<file path="src/rtl/odo_round_key_seq_pkg.sv">
// Shared constants and state/order encodings for the Odo round-key sequencer.
package odo_pkg;

    localparam int ODO_KEY_W  = 10;
    localparam int ODO_ROUNDS = 10;

    typedef enum logic {
        IDLE = 1'b0,
        RUN  = 1'b1
    } state_e;

    typedef enum logic {
        ORDER_FWD = 1'b0,
        ORDER_REV = 1'b1
    } order_e;

endpackage

</file>
<file path="src/rtl/odo_round_key_seq_if.sv">
// Config-write and key-stream bus between the epoch config side, the round pipeline and the sequencer.
interface odo_round_key_seq_if
    import odo_pkg::*;
#(
    parameter int KEY_W = ODO_KEY_W,
    parameter int IDX_W = $clog2(ODO_ROUNDS)
);

    logic             cfg_we;
    logic [IDX_W-1:0] cfg_addr;
    logic [KEY_W-1:0] cfg_data;
    logic             cfg_err;
    logic             start;
    logic             reverse;
    logic             busy;
    logic [KEY_W-1:0] key;
    logic [IDX_W-1:0] key_idx;
    logic             key_valid;
    logic             key_ready;
    logic             key_last;
    logic             done;

    modport master (
        output cfg_we, cfg_addr, cfg_data, start, reverse, key_ready,
        input  cfg_err, busy, key, key_idx, key_valid, key_last, done
    );

    modport slave (
        input  cfg_we, cfg_addr, cfg_data, start, reverse, key_ready,
        output cfg_err, busy, key, key_idx, key_valid, key_last, done
    );

endinterface

</file>
<file path="src/rtl/odo_round_key_seq_key_table.sv">
// Software-loadable round-key register file: one synchronous write port, one asynchronous read port.
module odo_key_table
    import odo_pkg::*;
#(
    parameter int KEY_W  = ODO_KEY_W,
    parameter int ROUNDS = ODO_ROUNDS,
    parameter int IDX_W  = $clog2(ROUNDS)
) (
    input  logic             clk,
    input  logic             rst_n,
    input  logic             i_we,
    input  logic [IDX_W-1:0] i_waddr,
    input  logic [KEY_W-1:0] i_wdata,
    input  logic [IDX_W-1:0] i_raddr,
    output logic [KEY_W-1:0] o_rdata
);

    logic [KEY_W-1:0] r_mem [ROUNDS];

    // Caller guarantees both addresses stay below ROUNDS.
    always_ff @(posedge clk or negedge rst_n) begin
        if (!rst_n) begin
            for (int i = 0; i < ROUNDS; i++) begin
                r_mem[i] <= '0;
            end
        end else if (i_we) begin
            r_mem[i_waddr] <= i_wdata;
        end
    end

    assign o_rdata = r_mem[i_raddr];

endmodule

</file>
<file path="src/rtl/odo_round_key_seq.sv">
// Round-key sequencer: streams one hash worth of table keys, forward or reverse, over valid/ready.
module odo_round_key_seq
    import odo_pkg::*;
#(
    parameter int KEY_W  = ODO_KEY_W,
    parameter int ROUNDS = ODO_ROUNDS,
    parameter int IDX_W  = $clog2(ROUNDS)
) (
    input  logic               clk,
    input  logic               rst_n,
    odo_round_key_seq_if.slave bus
);

    localparam logic [0:0]       S_IDLE   = 1'(IDLE);
    localparam logic [0:0]       S_RUN    = 1'(RUN);
    localparam logic [IDX_W-1:0] LAST_IDX = IDX_W'(ROUNDS - 1);
    localparam logic [IDX_W:0]   DEPTH    = (IDX_W + 1)'(ROUNDS);

    logic [0:0]       r_state;
    order_e           r_order;
    logic [IDX_W-1:0] r_idx;
    logic [KEY_W-1:0] r_key;
    logic             r_valid;
    logic             r_last;
    logic             r_done;
    logic             r_cfgErr;

    logic             w_idle;
    logic             w_wrEn;
    logic             w_hs;
    logic [IDX_W-1:0] w_nextIdx;
    logic [IDX_W-1:0] w_rdAddr;
    logic [KEY_W-1:0] w_rdData;
    logic             w_curLast;
    logic             w_nextLast;

    assign w_idle    = (r_state == S_IDLE);
    assign w_wrEn    = bus.cfg_we && w_idle && ({1'b0, bus.cfg_addr} < DEPTH);
    assign w_hs      = r_valid && bus.key_ready;
    assign w_nextIdx = (r_order == ORDER_REV) ? r_idx - 1'b1 : r_idx + 1'b1;

    // Look ahead to the next round only while a non-terminal key is showing, so the read never leaves the table.
    assign w_rdAddr   = (r_valid && !r_last) ? w_nextIdx : r_idx;
    assign w_curLast  = (r_order == ORDER_REV) ? (r_idx == '0) : (r_idx == LAST_IDX);
    assign w_nextLast = (r_order == ORDER_REV) ? (w_nextIdx == '0) : (w_nextIdx == LAST_IDX);

    odo_key_table #(
        .KEY_W (KEY_W),
        .ROUNDS(ROUNDS),
        .IDX_W (IDX_W)
    ) u_table (
        .clk    (clk),
        .rst_n  (rst_n),
        .i_we   (w_wrEn),
        .i_waddr(bus.cfg_addr),
        .i_wdata(bus.cfg_data),
        .i_raddr(w_rdAddr),
        .o_rdata(w_rdData)
    );

    always_ff @(posedge clk or negedge rst_n) begin
        if (!rst_n) begin
            r_state  <= S_IDLE;
            r_order  <= ORDER_FWD;
            r_idx    <= '0;
            r_key    <= '0;
            r_valid  <= 1'b0;
            r_last   <= 1'b0;
            r_done   <= 1'b0;
            r_cfgErr <= 1'b0;
        end else begin
            r_done   <= 1'b0;
            r_cfgErr <= bus.cfg_we && !w_wrEn;
            if (r_state == S_IDLE) begin
                if (bus.start) begin
                    r_state <= S_RUN;
                    r_order <= bus.reverse ? ORDER_REV : ORDER_FWD;
                    r_idx   <= bus.reverse ? LAST_IDX : '0;
                end
            end else if (!r_valid) begin
                // First RUN cycle: the table already holds any write that arrived alongside start.
                r_valid <= 1'b1;
                r_key   <= w_rdData;
                r_last  <= w_curLast;
            end else if (w_hs) begin
                if (r_last) begin
                    r_state <= S_IDLE;
                    r_valid <= 1'b0;
                    r_last  <= 1'b0;
                    r_done  <= 1'b1;
                end else begin
                    r_idx  <= w_nextIdx;
                    r_key  <= w_rdData;
                    r_last <= w_nextLast;
                end
            end
        end
    end

    assign bus.busy      = (r_state == S_RUN);
    assign bus.key       = r_key;
    assign bus.key_idx   = r_idx;
    assign bus.key_valid = r_valid;
    assign bus.key_last  = r_last;
    assign bus.done      = r_done;
    assign bus.cfg_err   = r_cfgErr;

endmodule
</file>
<file path="src/flat_wrapper.sv">
// flat-port wrapper written by rule: the top's interface ports become plain ports
module odo_round_key_seq_flat import odo_pkg::*;
#(
    parameter int KEY_W  = ODO_KEY_W,
    parameter int ROUNDS = ODO_ROUNDS,
    parameter int IDX_W  = $clog2(ROUNDS)
)
  (clk, rst_n, bus_cfg_we, bus_cfg_addr, bus_cfg_data, bus_start, bus_reverse, bus_key_ready, bus_cfg_err, bus_busy, bus_key, bus_key_idx, bus_key_valid, bus_key_last, bus_done);
  odo_round_key_seq_if #(.KEY_W(KEY_W), .IDX_W(IDX_W)) bus_i ();
  input  logic clk;
  input  logic rst_n;
  input wire logic [$bits(bus_i.cfg_we)-1:0] bus_cfg_we;
  input wire logic [$bits(bus_i.cfg_addr)-1:0] bus_cfg_addr;
  input wire logic [$bits(bus_i.cfg_data)-1:0] bus_cfg_data;
  input wire logic [$bits(bus_i.start)-1:0] bus_start;
  input wire logic [$bits(bus_i.reverse)-1:0] bus_reverse;
  input wire logic [$bits(bus_i.key_ready)-1:0] bus_key_ready;
  output wire logic [$bits(bus_i.cfg_err)-1:0] bus_cfg_err;
  output wire logic [$bits(bus_i.busy)-1:0] bus_busy;
  output wire logic [$bits(bus_i.key)-1:0] bus_key;
  output wire logic [$bits(bus_i.key_idx)-1:0] bus_key_idx;
  output wire logic [$bits(bus_i.key_valid)-1:0] bus_key_valid;
  output wire logic [$bits(bus_i.key_last)-1:0] bus_key_last;
  output wire logic [$bits(bus_i.done)-1:0] bus_done;
  assign bus_i.cfg_we = bus_cfg_we;
  assign bus_i.cfg_addr = bus_cfg_addr;
  assign bus_i.cfg_data = bus_cfg_data;
  assign bus_i.start = bus_start;
  assign bus_i.reverse = bus_reverse;
  assign bus_i.key_ready = bus_key_ready;
  assign bus_cfg_err = bus_i.cfg_err;
  assign bus_busy = bus_i.busy;
  assign bus_key = bus_i.key;
  assign bus_key_idx = bus_i.key_idx;
  assign bus_key_valid = bus_i.key_valid;
  assign bus_key_last = bus_i.key_last;
  assign bus_done = bus_i.done;
  odo_round_key_seq #(.KEY_W(KEY_W), .ROUNDS(ROUNDS), .IDX_W(IDX_W)) u_core (.clk(clk), .rst_n(rst_n), .bus(bus_i));
endmodule
</file>
<file path="config.mk">
export PLATFORM = sky130hd
export DESIGN_NAME = odo_round_key_seq_flat
export DESIGN_NICKNAME = d
export VERILOG_FILES = /design/src/rtl/odo_round_key_seq_pkg.sv /design/src/rtl/odo_round_key_seq_if.sv /design/src/rtl/odo_round_key_seq_key_table.sv /design/src/rtl/odo_round_key_seq.sv /design/src/flat_wrapper.sv
export SDC_FILE = /design/constraint.sdc
export NUM_CORES = 1
export LEC_CHECK = 0
export CAP_MARGIN = 30
export CORE_MARGIN = 3
export CORE_UTILIZATION = 55
export DETAILED_ROUTE_END_ITERATION = 8
export PLACE_DENSITY = 0.83
export SETUP_SLACK_MARGIN = 0.5
export SYNTH_ARGS = -nofsm -noshare
export SYNTH_HDL_FRONTEND = slang
export SYNTH_SLANG_ARGS = --single-unit
</file>
<file path="constraint.sdc">
create_clock -name clk -period 3.2 [get_ports clk]
set_clock_uncertainty 0.15 [all_clocks]
set_input_delay 0.32 -clock clk [delete_from_list [all_inputs] [get_ports clk]]
set_output_delay 0.32 -clock clk [all_outputs]
set_load 0.01 [all_outputs]
</file>
==> results of run 1 <==
report_power, final:
part | switching [W] | internal, W | leakage, nW
Sequential | 0.000427 | 0.00202 | 1.59
Clock | 0.000657 | 0.00122 | 0.278
Combinational | 0.00250 | 0.00190 | 1.57
Total | 0.00359 | 0.00513 | 3.44
logic make-up (layout without fill, tap and decap cells):
logic type      after synthesis  in the layout  share of synthesized area, %
compound gates              104            104                          11.5
xor+xnor                      6              6                          1.03
fa+ha+maj                     5              5                          1.07
buf+inv                      48            102                          3.90
flops                       120            120                          45.9
mux                         154            154                          25.8
simple gates                116            116                          10.8
worst reg2reg max path, delay by kind of cell (launching register included):
family | cells | cell delay [ns]
buffers and inverters | 1 | 0.30
adders and majority gates | 1 | 0.59
and+or+nand+nor | 2 | 0.47
AOI/OAI and AO/OA | 3 | 0.45
DFF | 1 | 0.50
stage by stage:
step / total power (W) / hold slack [ns]
after floorplan: 0.00549 / -0.126
after detailed placement: 0.00666 / 0.242
after global placement: 0.00650 / 0.235
after CTS: 0.00857 / 0.344
after global routing: 0.00919 / 0.369
final: 0.00872 / 0.334
state kept, by name, summed over array words and instances (netlist names):
register,cells
u_core.bus.busy,1
u_core.bus.cfg_err,1
u_core.bus.done,1
u_core.bus.key,10
u_core.bus.key_idx,4
u_core.bus.key_last,1
u_core.bus.key_valid,1
u_core.r_order,1
u_core.u_table.r_mem,100
cells in the final DEF, fill, tap and decap left out, drive strengths merged, types with 2 or more instances in the layout:
master,count
nor2,17
o221ai,10
dfrtp,120
nand4,4
xnor2,6
clkinv,3
and2,2
o32ai,10
nand2b,2
mux2,120
clkdlybuf4s50,37
inv,6
bufinv,2
a21oi,2
o21ai,18
a221oi,10
buf,26
clkinvlp,3
nor2b,14
a21o,3
nor4,10
clkbuf,24
o22ai,12
ha,4
nand2,38
nor4bb,2
a31oi,11
nor3,25
o211ai,20
mux2i,34
path summary, 6_finish.rpt:
kind,end,slack [ns],cells after the start
max in group asynchronous,u_core.u_table.r_mem[76],1.78,3
min reg2reg,u_core.bus.key[1],0.34,2
max reg2reg,u_core.bus.key[8],0.60,7
min,u_core.bus.done,0.33,2
min in group clk,u_core.bus.key[1],0.34,2
max,u_core.bus.key[8],0.60,7
per-layer routing:
layer	up-vias	wire (um)	global-route usage, %
met2	220	7950	42.2
met1	2525	6960	34.4
met3	49	1200	6.84
met5	-	0	0
li1	2188	-	-
met4	0	641	13.2
repair_timing:
item,in CTS,in global routing
hold buffers,1,0
endpoints found under the hold margin,45,0
gates resized for setup,1,4
setup buffers,0,5
endpoints found under the setup margin,1,10
final cells by class:
class                      instances  area share [%]
multi-input combinational        385            42.9
timing repair buffer              64            7.64
clock inverter                     7            1.21
inverter                           7           0.342
clock buffer                      24            6.40
sequential                       120            39.1
tap                              143            2.33
==> flow_summary.yaml, run 1 <==
status:
  status: "finished, final reports clean"
sta:
  timing.final.crit_period_ns: 2.60
  slew_headroom_pct: 46.6
  hold_viol: 0
  setup_viol: 0
  fin_tns_setup_ns: 0
  rsz0062_at_grt: "no"
  period_share_pct: 81.2
  max_freq_mhz: 385
  final.setup.worst_slack_ns: 0.602
  worst_pin_slew_ns: 0.790
  slew_viol_final: 0
global_routing:
  grt_pass1_wl_mm: 26.9
  grt_max_degree: 50
  grt_usage_pct: 26.7
  overflow: 0
  antenna_found_initial: 0
  grt_pass1_vias: 5165
yosys:
  syn_area_mm2: 0.00655
  synth_top_area_share_pct: 45.9
  synth_edf_count: 0
  synth_fp_nets: 578
  yosys_warnings: 0
  synth_cell_type_count: 51
  synth_seq_area_share_pct: 45.9
  synth-async-reset-ratio_pct: 100
  yosysTopAreaCell: "dfrtp_1"
  syn_inst: 553
  synth_area_leaders: "dfrtp_1 (46%), mux2_2 (21%), mux2i_1 (5.2%)"
  avgSynthCellArea_um2: 11.8
  synth_seq_cells: 120
  synth-main-ff-cell: "dfrtp_1"
  synthTopCellsByCount: "dfrtp_1 (120), mux2_2 (120), mux2i_1 (34)"
finish:
  drive_gt1_share_pct: 34.1
  nFillCells: 847
  multi_input_area_mm2: 0.00330
  fin_area_mm2: 0.00768
  layout.nets: 620
  diodes: 0
  fin_cells: 750
  final_util_pct: 66.7
  area_growth_pct: 17.3
  ff_latch_area_mm2: 0.00301
placement:
  place_hpwl_mm: 10.9
  place.port_buffers: 38
  globalplace.congestion: 0.917
  placed_cell_area_mm2: 0.00703
  place_inst: 713
  dp_slack_ns: 0.489
critical_path:
  critPathLaunch: "u_core.bus.key_idx[0]"
  worst-path-buf-inv: 1
  slowest_stage: "fa_1"
  startpoint_type: "flop"
  crit_path_end_kind: "flop"
  crit_chain: "fa_1 > buf_4 > nor3_1 > nor4_1 > a31oi_1 > o21ai_0 > o221ai_1"
  critical-path-max-stage-delay_ns: 0.59
  worstSetupPathType: "reg -> reg"
  crit_arrival_ns: 2.73
  required_ns: 3.33
  cp_top_family: "adder cells"
  path_max_fanout: 21
  rr_startpoint: "u_core.bus.key_idx[0]"
route:
  wl_per_cell_um: 22.3
  dr.first_iter.drc_count: 374
  drc: 0
  antenna_left: 0
  routed_via_density: 6.64
  routed_wirelength_mm: 16.8
  first_pass_iters: 5
  vias: 4982
clock_network:
  clkTransAtPathRegs_ns: 0.05
  clockBufferDepth: 2
  clock_latency_ns: 0.42
  htreeDepth: 4
  cts-root-buf: "clkbuf_16"
  cts.sinks: 120
  tritoncts: "built"
  cts_buffers: 17
power:
  power_density_mw_per_mm2: 1140
  p_leak_nw: 3.44
  ir_worst_vdd_v: 0.000583
hold_path:
  min_path_type: "in -> async"
floorplanning:
  start_util_pct: 56.9
  dieArea_mm2: 0.0133
  num_rows: 39
  die_x_um: 115
  io_pins: 39
  core_area_mm2: 0.0115
  die_height_um: 115
flow_run:
  drv_cap: 0
Power figures use the tool's default switching activity.
==> run 2, diff against run 1 <==
==> constraint.sdc (replaced) <==
create_clock -name clk -period 2.5 [get_ports clk]
set_clock_uncertainty 0.15 [all_clocks]
set_input_delay 0.25 -clock clk [delete_from_list [all_inputs] [get_ports clk]]
set_output_delay 0.25 -clock clk [all_outputs]
set_load 0.01 [all_outputs]
==> run 2 against run 1 <==
Sequential power up 29%. Worst setup slack worse by 0.51 ns. Clock power increased by 26%. Final cell count is 1.7% higher. Flip-flop and latch count did not move. Clock-buffer cell count decreased by 6. Highest routed layer unchanged.
==> flow_summary.yaml, run 2 (synthesis gave the netlist of run 1 again) <==
route:
  wl_per_cell_um: 26.0
  antenna_left: 0
  first_pass_iters: 7
  drc: 0
  dr.first_iter.drc_count: 664
  vias: 5382
  routed_via_density: 7.05
  routed_wirelength_mm: 19.8
clock_network:
  tritoncts: "built"
  cts-root-buf: "clkbuf_16"
  clkTransAtPathRegs_ns: 0.06
  htreeDepth: 4
  cts_buffers: 17
  cts.sinks: 120
  clockBufferDepth: 2
  clock_latency_ns: 0.42
finish:
  multi_input_area_mm2: 0.00362
  final_cell_mix: "mux2_2 (120), dfrtp_1 (116), clkdlybuf4s50_1 (35)"
  layout_commonest_cell: "mux2_2"
  largest_reg_flops: 100
  ff_latch_area_mm2: 0.00301
  layout.nets: 632
  nFillCells: 721
  fin_cells: 763
  regMostFlops: "u_core.u_table.r_mem"
  diodes: 0
  area_growth_pct: 25.5
  drive_gt1_share_pct: 41.8
global_routing:
  grt_use_met1_pct: 36.5
  antenna_found_initial: 0
  grt_busiest_layer: "met2"
  grt.met3_usage_pct: 6.68
  overflow: 0
  use_met2_pct: 50.0
  grt_pass1_vias: 5552
  grt_max_degree: 49
  grt_pass1_wl_mm: 30.6
  grt_usage_pct: 30.6
floorplanning:
  start_util_pct: 56.9
  num_rows: 39
  die_height_um: 115
  die_x_um: 115
  core_area_mm2: 0.0115
  io_pins: 39
  dieArea_mm2: 0.0133
placement:
  place_inst: 720
  dp_slack_ns: -0.00337
  globalplace.congestion: 0.874
  place_hpwl_mm: 11.8
  place.port_buffers: 38
sta:
  rsz0062_at_grt: "yes"
  period_share_pct: 96.4
  setup_viol: 0
  timing.final.crit_period_ns: 2.41
  slew_headroom_pct: 54.4
  hold_viol: 0
  slew_viol_final: 0
  max_freq_mhz: 415
  final.setup.worst_slack_ns: 0.0896
  hold_ws_ns: 0.260
  worst_pin_slew_ns: 0.684
critical_path:
  rrSetupSlack_ns: 0.09
  slowest_stage: "fa_2"
  critical-path-max-stage-delay_ns: 0.63
  required_ns: 2.64
  crit_path_end_kind: "flop"
  path_max_fanout: 11
  crit_chain: "fa_2 > or3b_4 > buf_12 > o32ai_2 > a221oi_1 > nand2_1 > o21ai_1 > o221ai_1"
  worstSetupPathType: "reg -> reg"
  crit_arrival_ns: 2.55
  reg2reg_to: "u_core.bus.key[5]"
  reg2regPathDepth: 8
  rr_startpoint: "u_core.bus.key_idx[0]"
  startpoint_type: "flop"
hold_path:
  min_path_type: "in -> async"
flow_run:
  drv_cap: 0
power:
  power_density_mw_per_mm2: 1550
  ir_worst_vdd_v: 0.000732
  p_leak_nw: 3.61
status:
  status: "finished, final reports clean"
[run 2: how the worst max path moves through the flow]
stage,startpoint,to,slack (ns),depth (start not counted)
after floorplan,u_core.bus.key_idx[1],u_core.bus.key[0],0.29,6
after global placement,u_core.bus.key_idx[1],u_core.bus.key[9],0.1,7
after detailed placement,u_core.bus.key_idx[1],u_core.bus.key[8],-0.003,7
after CTS,u_core.bus.key_idx[1],u_core.bus.key[5],0.13,8
after global routing,u_core.bus.key_valid,u_core.bus.key[5],0.05,7
final,u_core.bus.key_idx[0],u_core.bus.key[5],0.09,8
[run 2: metrics by stage]
step	TNS [ns]	total power [W]	utilization (%)	area (um2)
final	0	0.0127	71.4	8220
after global routing	0	0.0132	71.4	8220
after CTS	0	0.0121	70.2	8090
after detailed placement	-0.00337	0.00874	62.3	7180
after global placement	0	0.00847	62.3	7180
after floorplan	0	0.00717	-	6600
[run 2: what timing repair did]
action | in CTS | in global routing
hold buffers | 1 | 0
setup endpoints to repair | 15 | 14
buffers inserted | 4 | 1
gates cloned | 4 | 1
pin swaps | 6 | 8
resized for setup | 35 | 17
hold endpoints to repair | 45 | 0
[run 2: final cells by class]
cell class	instances	area share [%]
multi-input cells	387	44.0
clock inverters	14	1.69
clock buffers	18	5.22
repair buffers	74	9.99
well taps	143	2.18
inverters	7	0.320
flip-flops and latches	120	36.6
[run 2: metal layers]
layer	wire length (um)	vias up
li1	-	2206
met1	7230	2678
met2	9540	365
met3	1700	133
met4	1380	0
met5	0	-
[run 2: power breakdown]
| part | switching (W) | internal [W] |
|---|---|---|
| Sequential | 0.000558 | 0.00258 |
| Combinational | 0.00401 | 0.00321 |
| Clock | 0.000985 | 0.00139 |
| Total | 0.00556 | 0.00718 |
[run 2: worst max-delay path, delay by kind of cell, from the launching register on]
family	cells	cell delay [ns]
buffers and inverters	1	0.15
AND/OR/NAND/NOR	2	0.29
AO/OA/AOI/OAI	4	0.62
adder cells (fa/ha/maj)	1	0.63
flip-flops	1	0.42
==> run 3, diff against run 2 <==
--- a/config.mk
+++ b/config.mk
@@ -9,8 +9,10 @@
 export CORE_MARGIN = 3
 export CORE_UTILIZATION = 55
 export DETAILED_ROUTE_END_ITERATION = 8
+export GPL_TIMING_DRIVEN = 0
 export PLACE_DENSITY = 0.83
 export SETUP_SLACK_MARGIN = 0.5
 export SYNTH_ARGS = -nofsm -noshare
 export SYNTH_HDL_FRONTEND = slang
 export SYNTH_SLANG_ARGS = --single-unit
+export TNS_END_PERCENT = 1
==> run 3 against run 2 <==
Die area is the same. Final cell count grew 0.39%. First-iteration DRC count shrank 35%. Sequential power shrank 2%. Highest routed layer unchanged. Power shrank 5.5%. Sequential share of layout area grew 0.95 points. Cell area shrank 2.5%. Wire length shrank 7.6%. Utilization shrank 1.8 points. Critical path depth shrank 1. Critical path type unchanged. Register-to-register slack lost 0.07 ns. Maximum frequency shrank 2.8%.
==> flow_summary.yaml, run 3 (synthesis gave the netlist of run 1 again) <==
clock_network:
  cts-root-buf: "clkbuf_16"
  clock_latency_ns: 0.42
  cts_buffers: 17
  tritoncts: "built"
  cts.sinks: 120
  htreeDepth: 4
  clockBufferDepth: 2
  clkTransAtPathRegs_ns: 0.05
finish:
  final_cell_mix: "dfrtp_1 (115), mux2_2 (113), mux2i_1 (32)"
  regMostFlops: "u_core.u_table.r_mem"
  fin_area_mm2: 0.00801
  nFillCells: 799
  layout.nets: 635
  diodes: 0
  layout_commonest_cell: "dfrtp_1"
  area_growth_pct: 22.4
  final_util_pct: 69.6
  largest_reg_flops: 100
  drive_gt1_share_pct: 40.9
global_routing:
  grt_pass1_wl_mm: 28.5
  grt_pass1_vias: 5243
  overflow: 0
  grt_usage_pct: 28.9
  grt_max_degree: 70
  antenna_found_initial: 0
critical_path:
  path_max_fanout: 10
  crit_chain: "buf_2 > clkbuf_1 > o32ai_1 > a221oi_2 > nand2_1 > o21ai_1 > o221ai_1"
  crit_path_end_kind: "flop"
  worstSetupPathType: "reg -> reg"
  slowest_stage: "clkbuf_1"
  startpoint_type: "flop"
  crit_arrival_ns: 2.61
  critical-path-max-stage-delay_ns: 0.63
  required_ns: 2.63
floorplanning:
  core_area_mm2: 0.0115
  io_pins: 39
  dieArea_mm2: 0.0133
  num_rows: 39
  die_x_um: 115
  die_height_um: 115
  start_util_pct: 56.9
placement:
  place_hpwl_mm: 11.7
  place.port_buffers: 28
  placed_cell_area_mm2: 0.00710
  dp_slack_ns: -0.175
  globalplace.congestion: 0.918
route:
  first_pass_iters: 5
  dr.first_iter.drc_count: 432
  vias: 5125
  antenna_left: 0
  routed_wirelength_mm: 18.3
  drc: 0
  wl_per_cell_um: 23.9
  routed_via_density: 6.69
status:
  status: "finished, final reports clean"
sta:
  rsz0062_at_grt: "yes"
  setup_viol: 0
  timing.final.crit_period_ns: 2.48
  period_share_pct: 99.2
  hold_viol: 0
  worst_pin_slew_ns: 0.781
  slew_viol_final: 0
  hold_ws_ns: 0.189
  slew_headroom_pct: 47.9
  final.setup.worst_slack_ns: 0.0192
  max_freq_mhz: 403
power:
  power_density_mw_per_mm2: 1500
  p_leak_nw: 3.55
  total_power_w: 0.0120
  ir_worst_vdd_v: 0.000733
flow_run:
  drv_cap: 0
hold_path:
  min_path_type: "in -> async"
[run 3: worst max-delay path: cells and delay by family, from the launching register on]
family,cells,cell delay (ns)
buffers and inverters,2,0.88
AO/OA/AOI/OAI,4,0.81
flip-flops,1,0.39
AND/OR/NAND/NOR,1,0.10
[run 3: metal layers]
metal	vias to the layer above	wire length [um]	GRT usage [%]
met5	-	0	0
li1	2222	-	-
met1	2601	7390	35.0
met4	0	620	12.9
met3	56	1300	9.79
met2	246	9020	47.0
[run 3: what timing repair did]
| item | 4_1_cts | 5_1_grt |
|---|---|---|
| setup buffers | 5 | 0 |
| gates cloned | 2 | 0 |
| hold buffers | 1 | 0 |
| hold endpoints to repair | 51 | 0 |
| setup endpoints to repair | 99 | 115 |
| resized for setup | 32 | 33 |
| pin swaps | 10 | 4 |
[run 3: layout make-up]
class                   instances  area [um2]  share of cell area (%)
plain buffers                  41         274                    3.42
clock buffers                  25         485                    6.06
clock inverters                 7        68.8                   0.859
inverters                       7        30.0                   0.375
multi-input cells             387        3590                    44.9
flip-flops and latches        120        3010                    37.6
well taps                     143         179                    2.23
repair buffers                 36         372                    4.64
[run 3: path summary, 6_finish.rpt]
kind,start,to,slack (ns),depth (start not counted)
max in group asynchronous,rst_n,u_core.u_table.r_mem[46],1.31,3
worst max register to register,u_core.bus.key_idx[1],u_core.bus.key[1],0.02,7
worst min register to register,u_core.bus.key[3],u_core.bus.key[3],0.35,2
worst min-delay path,rst_n,u_core.bus.done,0.19,2
min in group clk,bus_cfg_data[6],u_core.u_table.r_mem[76],0.25,2
worst max-delay path,u_core.bus.key_idx[1],u_core.bus.key[1],0.02,7
[run 3: power by group]
part           internal [W]  switching [W]
registers           0.00259       0.000491
clock network       0.00144       0.000846
logic               0.00287        0.00381
total               0.00690        0.00515
[run 3: metrics by stage]
| step | cells | TNS [ns] |
|---|---|---|
| 2_1_floorplan | 553 | 0 |
| 3_3_place_gp | 724 | -400.28 |
| 3_5_place_dp | 726 | -2.87 |
| 4_1_cts | 766 | 0 |
| 5_1_grt | 766 | -0.0739 |
| 6_report | 766 | 0 |
==> RTL edit (flow settings as in run 2) <==
Set the package constant `ODO_KEY_W` to 14 (it was 10).
--- a/src/rtl/odo_round_key_seq_pkg.sv
+++ b/src/rtl/odo_round_key_seq_pkg.sv
@@ -2,5 +2,5 @@
 package odo_pkg;
 
-    localparam int ODO_KEY_W  = 10;
+    localparam int ODO_KEY_W  = 14;
     localparam int ODO_ROUNDS = 10;
 
Interface: changed (resized bus_cfg_data and bus_key); port bits go from 39 to 47. No check against the original RTL was run, so the function may have changed too.
==> RTL edit against run 2 <==
- the flow now finishes with violations (negative setup slack)
- total power grew 26%
- die area grew 34%
- synthesized area grew 36%
- routed wire length grew 31%
- sequential cell count grew 44
- utilization shrank 2.4 points
- final cell count grew 33%
- combinational power grew 28%
- setup slack lost 0.13 ns
- cell area grew 30%
- highest routed layer unchanged
==> RTL edit: results (changes against run 2) <==
ir_drop_v: 0.000857  # +17%
grt_pass1_wl_um: 39300  # +28%
worst-path-max-fanout: 5  # -6
ys_warn_count: 0  # unchanged
worstPathArrival_ns: 2.70  # +0.15 ns
drt_wl_total_um: 26100  # +31%
status: "complete, but fails checks"
critPathTopFamily: "simple AND/OR/NAND/NOR gates"
grt_start_max_net_pins: 61  # +24%
power_leakage_nw: 4.75  # +31%
layout_setup_ws_ns: -0.0374  # -0.127 ns
final_layout_size_suffix_gt1_share_pct: 38.3  # -3.4 points
root_buffer: "clkbuf_16"
dp.cells: 976  # +36%
instances_no_fill: 1012  # +33%
place_congestion: 0.899  # +2.9%
first_pass_iters: 5  # -2
ys_top_cells_by_area: "dfrtp_1 46%, mux2_2 20%, mux2i_1 5.2%, o211ai_1 2.4%, nand2_1 1.9%"
syn_inst: 746  # +35%
cp-start-kind: "flop"
post-place-ws_ns: -0.0436  # -0.0402 ns
cts_buffers: 17  # unchanged
largest_reg_flops: 140  # +40%
finalSetupViolCount: 3  # +3
maxSlewViolCount: 0  # unchanged
grt_pass1_vias: 7172  # +29%
port_buffers: 46  # +21%
syn-num-nets: 775  # +34%
yosysSeqAreaShare_pct: 46.2  # +0.38 points
groute.usage.overall_pct: 28.3  # -2.3 points
nets: 819  # +30%
slew_headroom_pct: 47.7  # -6.8 points
cpPeakStageDelay_ns: 0.53  # -0.10 ns
viasPerCell: 6.95  # -1.5%
violations: "negative setup slack"
placed_area_mm2: 0.00975  # +36%
drtIter0Drc: 902  # +36%
ys_top_cells_by_count: "164 x dfrtp_1, 158 x mux2_2, 46 x mux2i_1, 46 x nand2_1, 28 x o211ai_1"
cp-endpoint: "u_core.bus.key[0]"
hpwl_um: 15000  # +27%
whs_ns: 0.190  # -0.0705 ns
rrSetupSlack_ns: -0.04  # -0.13 ns
synth_cell_types: 56  # +9.8%
setup_tns_ns: -0.0680  # -0.0680 ns
RTL edit: cell types whose count changed after synthesis, sizes merged, moves of 7 or more:
cell    change
nor3        +8
clkbuf      +7
mux2i      +12
o211ai      +8
dfrtp      +44
buf        +22
nand2       +8
mux2       +48
RTL edit: final cells by class:
| type | count | area [µm²] |
|---|---|---|
| Clock buffer | 22 | 484 |
| Clock inverter | 8 | 100 |
| Fill cell | 987 | 4800 |
| Inverter | 7 | 26.3 |
| Multi-Input combinational cell | 505 | 4650 |
| Sequential cell | 164 | 4110 |
| Tap cell | 211 | 264 |
| Timing Repair Buffer | 95 | 1050 |
RTL edit: worst min-delay path by stage:
stage          start                        end  cells after the start
2_1_floorplan  rst_n            u_core.bus.busy                      0
3_3_place_gp   rst_n   u_core.u_table.r_mem[33]                      1
3_5_place_dp   rst_n   u_core.u_table.r_mem[33]                      1
4_1_cts        rst_n   u_core.u_table.r_mem[75]                      2
5_1_grt        rst_n  u_core.u_table.r_mem[117]                      2
6_report       rst_n  u_core.u_table.r_mem[117]                      2
RTL edit: power breakdown:
part / leakage (nW) / internal, W / switching, W
clock: 0.288 / 0.00157 / 0.00107
sequential: 2.18 / 0.00352 / 0.000700
combinational: 2.28 / 0.00405 / 0.00518
RTL edit: stage by stage:
| stage | utilization [%] | power (W) |
|---|---|---|
| after floorplan | - | 0.00973 |
| after global placement | 63.0 | 0.0117 |
| after detailed placement | 63.0 | 0.0121 |
| after CTS | 67.4 | 0.0151 |
| after global routing | 69.0 | 0.0167 |
| final | 69.0 | 0.0161 |
RTL edit: what timing repair did:
item | CTS | global route
hold buffers | 1 | 0
setup endpoints to repair | 18 | 48
cloned | 1 | 2
gates resized for setup | 9 | 31
endpoints found under the hold margin | 48 | 0
setup buffers | 0 | 2
pin swaps | 0 | 11
RTL edit: layer usage:
| layer | vias to the layer above | GRT usage, % | routed length [µm] |
|---|---|---|---|
| li1 | 2887 | - | - |
| met1 | 3531 | 34.7 | 9740 |
| met2 | 472 | 46.0 | 12600 |
| met3 | 140 | 6.31 | 2280 |
| met4 | 0 | 16.8 | 1430 |
| met5 | - | 0 | 0 |
RTL edit: logic make-up after synthesis:
group,Yosys count,share of synthesized area [%]
AOI/OAI and AO/OA,136,12.1
xor gates and xnor gates,6,0.888
DFF,164,46.2
adders and majority gates,5,0.790
and+or+nand+nor,144,9.02
muxes,214,26.5
buffers and inverters,77,4.47
RTL edit: worst register-to-register path: stages, from the launching register on:
cell,delay [ns]
dfrtp_4,0.49
fa_2,0.53
or3b_4,0.50
buf_12,0.18
o32ai_4,0.10
a221oi_2,0.07
nand2_1,0.07
o21ai_1,0.06
o221ai_1,0.28
